[src/rtl/param_register_file_if.sv]
// Register-file access bus: one byte-lane-masked write port and two
// combinational read ports. The master drives addresses, data and controls;
// the slave (the register file) returns read data.
interface param_register_file_if #(
    parameter int WIDTH  = 8,
    parameter int ADDR_W = 3
);
    logic                  en;
    logic                  we;
    logic [ADDR_W-1:0]     waddr;
    logic [WIDTH-1:0]      wdata;
    logic [WIDTH/8-1:0]    wbe;
    logic [ADDR_W-1:0]     raddr_a;
    logic [WIDTH-1:0]      rdata_a;
    logic [ADDR_W-1:0]     raddr_b;
    logic [WIDTH-1:0]      rdata_b;

    modport master (
        output en, we, waddr, wdata, wbe, raddr_a, raddr_b,
        input  rdata_a, rdata_b
    );

    modport slave (
        input  en, we, waddr, wdata, wbe, raddr_a, raddr_b,
        output rdata_a, rdata_b
    );
endinterface

[src/rtl/param_register_file.sv]
// param_register_file: NUM_REGS = 2**ADDR_W registers of WIDTH bits, built
// from flip-flops. One write port with per-byte lane enables gated by a
// global enable, two combinational read ports. Optional register 0
// hardwired to zero (ZERO_REG=1).
// Optional feature: define REGFILE_BYPASS_EN to forward the merged write
// value to a read port addressing the register being written in the same
// cycle. Without it, reads return stored contents only.
module param_register_file #(
    parameter int WIDTH    = 8,
    parameter int ADDR_W   = 3,
    parameter int ZERO_REG = 0
) (
    input  logic                  clk,
    input  logic                  res,
    param_register_file_if.slave  bus
);
    localparam int NUM_REGS = 1 << ADDR_W;
    localparam int LANES    = WIDTH / 8;

    logic                 wr_go;
    logic [WIDTH-1:0]     lane_mask;
    logic [WIDTH-1:0]     stored [NUM_REGS];
    logic [ADDR_W-1:0]    raddr  [2];
    logic [WIDTH-1:0]     rdata  [2];

    // Reset is handled in the flops, so only enable and request gate writes.
    // An all-zero wbe yields an all-zero mask, which leaves contents unchanged.
    assign wr_go = bus.en & bus.we;

    // Expand the byte-lane enables into a bit mask.
    for (genvar gi = 0; gi < LANES; gi++) begin : g_lane
        assign lane_mask[8*gi +: 8] = {8{bus.wbe[gi]}};
    end

    // Storage: one register per address; register 0 has no flops when hardwired.
    for (genvar gi = 0; gi < NUM_REGS; gi++) begin : g_reg
        if ((ZERO_REG != 0) && (gi == 0)) begin : g_zero
            assign stored[gi] = '0;
        end else begin : g_store
            logic [WIDTH-1:0] reg_q;
            logic [WIDTH-1:0] reg_d;

            // Next value: merge enabled lanes of wdata when this register is addressed.
            always_comb begin
                reg_d = reg_q;
                if (wr_go && (bus.waddr == ADDR_W'(gi))) begin
                    reg_d = (reg_q & ~lane_mask) | (bus.wdata & lane_mask);
                end
            end

            // State register; reset clears the register and overrides any write.
            always_ff @(posedge clk) begin
                if (!res) begin
                    reg_q <= '0;
                end else begin
                    reg_q <= reg_d;
                end
            end

            assign stored[gi] = reg_q;
        end
    end

    assign raddr[0] = bus.raddr_a;
    assign raddr[1] = bus.raddr_b;

`ifdef REGFILE_BYPASS_EN
    logic byp_go;
    // Forwarding is only meaningful when a write will actually commit this edge.
    assign byp_go = res & bus.en & bus.we;
`endif

    // Read ports share one lookup path so equal addresses always give equal data.
    for (genvar gi = 0; gi < 2; gi++) begin : g_rd
        // Combinational read with optional same-cycle forwarding and zero-register override.
        always_comb begin
            rdata[gi] = stored[raddr[gi]];
`ifdef REGFILE_BYPASS_EN
            if (byp_go && (raddr[gi] == bus.waddr)) begin
                rdata[gi] = (stored[raddr[gi]] & ~lane_mask) | (bus.wdata & lane_mask);
            end
`endif
            if ((ZERO_REG != 0) && (raddr[gi] == '0)) begin
                rdata[gi] = '0;
            end
        end
    end

    assign bus.rdata_a = rdata[0];
    assign bus.rdata_b = rdata[1];

endmodule
[src/flat_wrapper.sv]
// flat-port wrapper written by rule: the top's interface ports become plain ports
module param_register_file_flat 
#(
    parameter int WIDTH    = 8,
    parameter int ADDR_W   = 3,
    parameter int ZERO_REG = 0
)
  (clk, res, bus_en, bus_we, bus_waddr, bus_wdata, bus_wbe, bus_raddr_a, bus_raddr_b, bus_rdata_a, bus_rdata_b);
  param_register_file_if #(.WIDTH(WIDTH), .ADDR_W(ADDR_W)) bus_i ();
  input  logic clk;
  input  logic res;
  input wire logic [$bits(bus_i.en)-1:0] bus_en;
  input wire logic [$bits(bus_i.we)-1:0] bus_we;
  input wire logic [$bits(bus_i.waddr)-1:0] bus_waddr;
  input wire logic [$bits(bus_i.wdata)-1:0] bus_wdata;
  input wire logic [$bits(bus_i.wbe)-1:0] bus_wbe;
  input wire logic [$bits(bus_i.raddr_a)-1:0] bus_raddr_a;
  input wire logic [$bits(bus_i.raddr_b)-1:0] bus_raddr_b;
  output wire logic [$bits(bus_i.rdata_a)-1:0] bus_rdata_a;
  output wire logic [$bits(bus_i.rdata_b)-1:0] bus_rdata_b;
  assign bus_i.en = bus_en;
  assign bus_i.we = bus_we;
  assign bus_i.waddr = bus_waddr;
  assign bus_i.wdata = bus_wdata;
  assign bus_i.wbe = bus_wbe;
  assign bus_i.raddr_a = bus_raddr_a;
  assign bus_i.raddr_b = bus_raddr_b;
  assign bus_rdata_a = bus_i.rdata_a;
  assign bus_rdata_b = bus_i.rdata_b;
  param_register_file #(.WIDTH(WIDTH), .ADDR_W(ADDR_W), .ZERO_REG(ZERO_REG)) u_core (.clk(clk), .res(res), .bus(bus_i));
endmodule
[config.mk]
export PLATFORM = sky130hd
export DESIGN_NAME = param_register_file_flat
export DESIGN_NICKNAME = d
export VERILOG_FILES = /design/src/rtl/param_register_file_if.sv /design/src/rtl/param_register_file.sv /design/src/flat_wrapper.sv
export SDC_FILE = /design/constraint.sdc
export NUM_CORES = 1
export LEC_CHECK = 0
export ABC_CLOCK_PERIOD_IN_PS = 5300
export BUFFER_PORTS_ARGS = -buffer_cell sky130_fd_sc_hd__buf_2
export CORE_UTILIZATION = 40
export DETAILED_ROUTE_END_ITERATION = 10
export SLEW_MARGIN = 5
export SYNTH_ARGS = -nofsm -noshare
export SYNTH_HDL_FRONTEND = slang
export SYNTH_SLANG_ARGS = --single-unit
[constraint.sdc]
create_clock -name clk -period 5.3 [get_ports clk]
set_input_delay 1.325 -clock clk [delete_from_list [all_inputs] [get_ports clk]]
set_output_delay 1.325 -clock clk [all_outputs]
set_load 0.05 [all_outputs]
==> run summary <==
Die width: 93.2 µm
Congestion Overflow GR: 0
# Post-CTS Setup Buffers: 0
Post-CTS sizing: 0
RSZ-0062 raised after global routing: no
Die ar.: 8690 µm²
CTS H-tree depth: 3
Initial detailed-routing violation count: 69
Ratio of cells with drive above 1 in the final layout: 34.8%
Cell area after layout: 3760 µm²
Clock buffer depth: 2
Post-placement cell count: 402
# nets final: 333
Cell area after placement: 3540 µm²
Setup CP Type: in -> out
Rows: 32
Slew @ Worst Pin: 1.10 ns
Setup TNS: 0 ns
Clock root buffer: clkbuf_8
Post-DP HPWL: 4950 µm
Fmax achieved: 241 MHz
Final WL: 7700 µm
DR vias/cell: 5.56
Sequential area share after synthesis: 38.5%
Post-route insts no fill: 418
# IOs: 38
Skew final: 0 ns
First-pass GRT wire length: 12,500 µm
Final ANT Viol Nets: 0
Mean Syn Cell Area: 11.8 µm²
Cells after synthesis: 281
Peak supply drop: 0.133 mV
Die Y: 93.2 µm
DRC: 0
CTS Hold Bufs: 0
CTS tree: done
GRT Util Overall: 19.6%
Min Hold Slack: 0.473 ns
Syn-to-layout area delta: 12.9%
Port bufs: 37
Tcrit/Tclk final: 78.3%
CTS sink count: 64
Synth warn: 0
First-pass DRT Iterations: 4
CP Launch Type: primary input
GPL Wtd Cong: 0.739
CORE AREA: 7890 µm²
Tmin final: 4.15 ns
Clock latency on the worst-skew pair: 0.34 ns
Hold/Removal Path Class: reg -> reg
Distinct cells, synth: 18
Leakage power: 1.46 nW
Fin worst setup slack: 1.15 ns
Reg clk slew, reported paths: 0.07 ns
Number of clock buffers inserted by TritonCTS: 9
Worst EP required: 3.97 ns
Via count: 2,324
Initial Util: 42.2%
Antenna cell count: 0
Initial antenna violation count: 0
Final Hold Viols: 0
Final setup vio count: 0
Syn Nets: 303
Largest net degree at the start of global routing: 42
Vias in the first global route: 2,349
Worst-path fanout max: 16
Routed len/inst: 18.4 µm
Synthesized flop and latch total: 64
CP Capture Type: output port
Dpl ws: 1.13 ns
Outcome: finished clean
Slew Limit Fails: 0
Max-cap check violation count: 0
Slew HR: 26.4%
Critical Path AT: 2.82 ns
Synthesized area: 3330 µm²
PwrDens: 270 nW/µm²
logic make-up (layout without fill, tap and decap cells):
family | count (synthesis) | count (layout) | synth area share, %
buf+inv | 20 | 55 | 3.53
flops | 64 | 64 | 38.5
mux | 112 | 112 | 46.3
simple gates | 85 | 85 | 11.7
routing by layer:
metal	vias to the layer above	share of wire, %	track usage, %	routed length (µm)
met1	1178	46	25.3	3570
met5	-	0	0	0
met3	10	4.2	5.61	325
met2	50	48	31.8	3710
met4	0	1.2	6.03	89
li1	1086	-	-	-
where the power goes:
part	total, mW	internal [mW]	switching, mW
clock network	0.452	0.268	0.184
registers	0.487	0.484	0.00257
logic	0.0765	0.0280	0.0485
total	1.02	0.781	0.235
synth_stat cells:
cell type	number	area [µm²]
buf_6	4	45.0
mux2i_1	64	641
nand2_1	73	274
nand3_1	1	5.00
buf_4	2	15.0
nor3_4	1	16.3
nand3_2	1	10.0
buf_2	4	20.0
nor3_2	1	10.0
clkbuf_1	8	30.0
nor2_2	4	25.0
or4b_1	2	20.0
mux2_2	16	180
nand3b_1	1	7.51
buf_1	2	7.51
dfxtp_1	64	1280
nand3b_4	1	20.0
mux4_2	32	721
worst paths after layout:
check                       from        endpoint  slack [ns]  depth (start not counted)
hold / removal         flip-flop       flip-flop        0.47                          2
hold reg to reg        flip-flop       flip-flop        0.47                          2
setup / recovery  bus_raddr_a[0]  bus_rdata_a[7]        1.15                          4
setup reg to reg       flip-flop       flip-flop        4.66                          2
metrics by stage:
step,utilization [%],power [mW]
3_5_place_dp,44.9,0.575
4_1_cts,47.6,1.03
2_1_floorplan,-,0.554
6_report,47.6,1.02
5_1_grt,47.6,1.05
3_3_place_gp,44.9,0.574
critical path, stage by stage:
cell	delay, ns
buf_2	0.43
mux4_2	0.58
mux2_2	0.27
buf_2	0.21
layout by cell type (no fill, tap or decap):
master / netlist / routed
clkinv_2: 0 / 1
nand3_2: 1 / 1
buf_4: 2 / 2
bufinv_16: 0 / 1
nand3b_1: 1 / 1
clkbuf_8: 0 / 13
or4b_1: 2 / 2
mux4_2: 32 / 32
clkbuf_1: 8 / 1
nand3b_4: 1 / 1
nor3_2: 1 / 1
nand3_1: 1 / 1
nand2_1: 73 / 73
mux2_2: 16 / 16
nor2_2: 4 / 4
buf_2: 4 / 37
mux2i_1: 64 / 64
nor3_4: 1 / 1
dfxtp_1: 64 / 64
cell type report:
cell class | count | area (µm²)
fill | 743 | 4130
multi-input combinational | 197 | 1930
sequential | 64 | 1280
timing repair buffer | 39 | 200
clock buffer | 14 | 183
tap | 102 | 128
clock inverter | 2 | 35.0
Note: power is estimated with default switching activity, not from simulation.
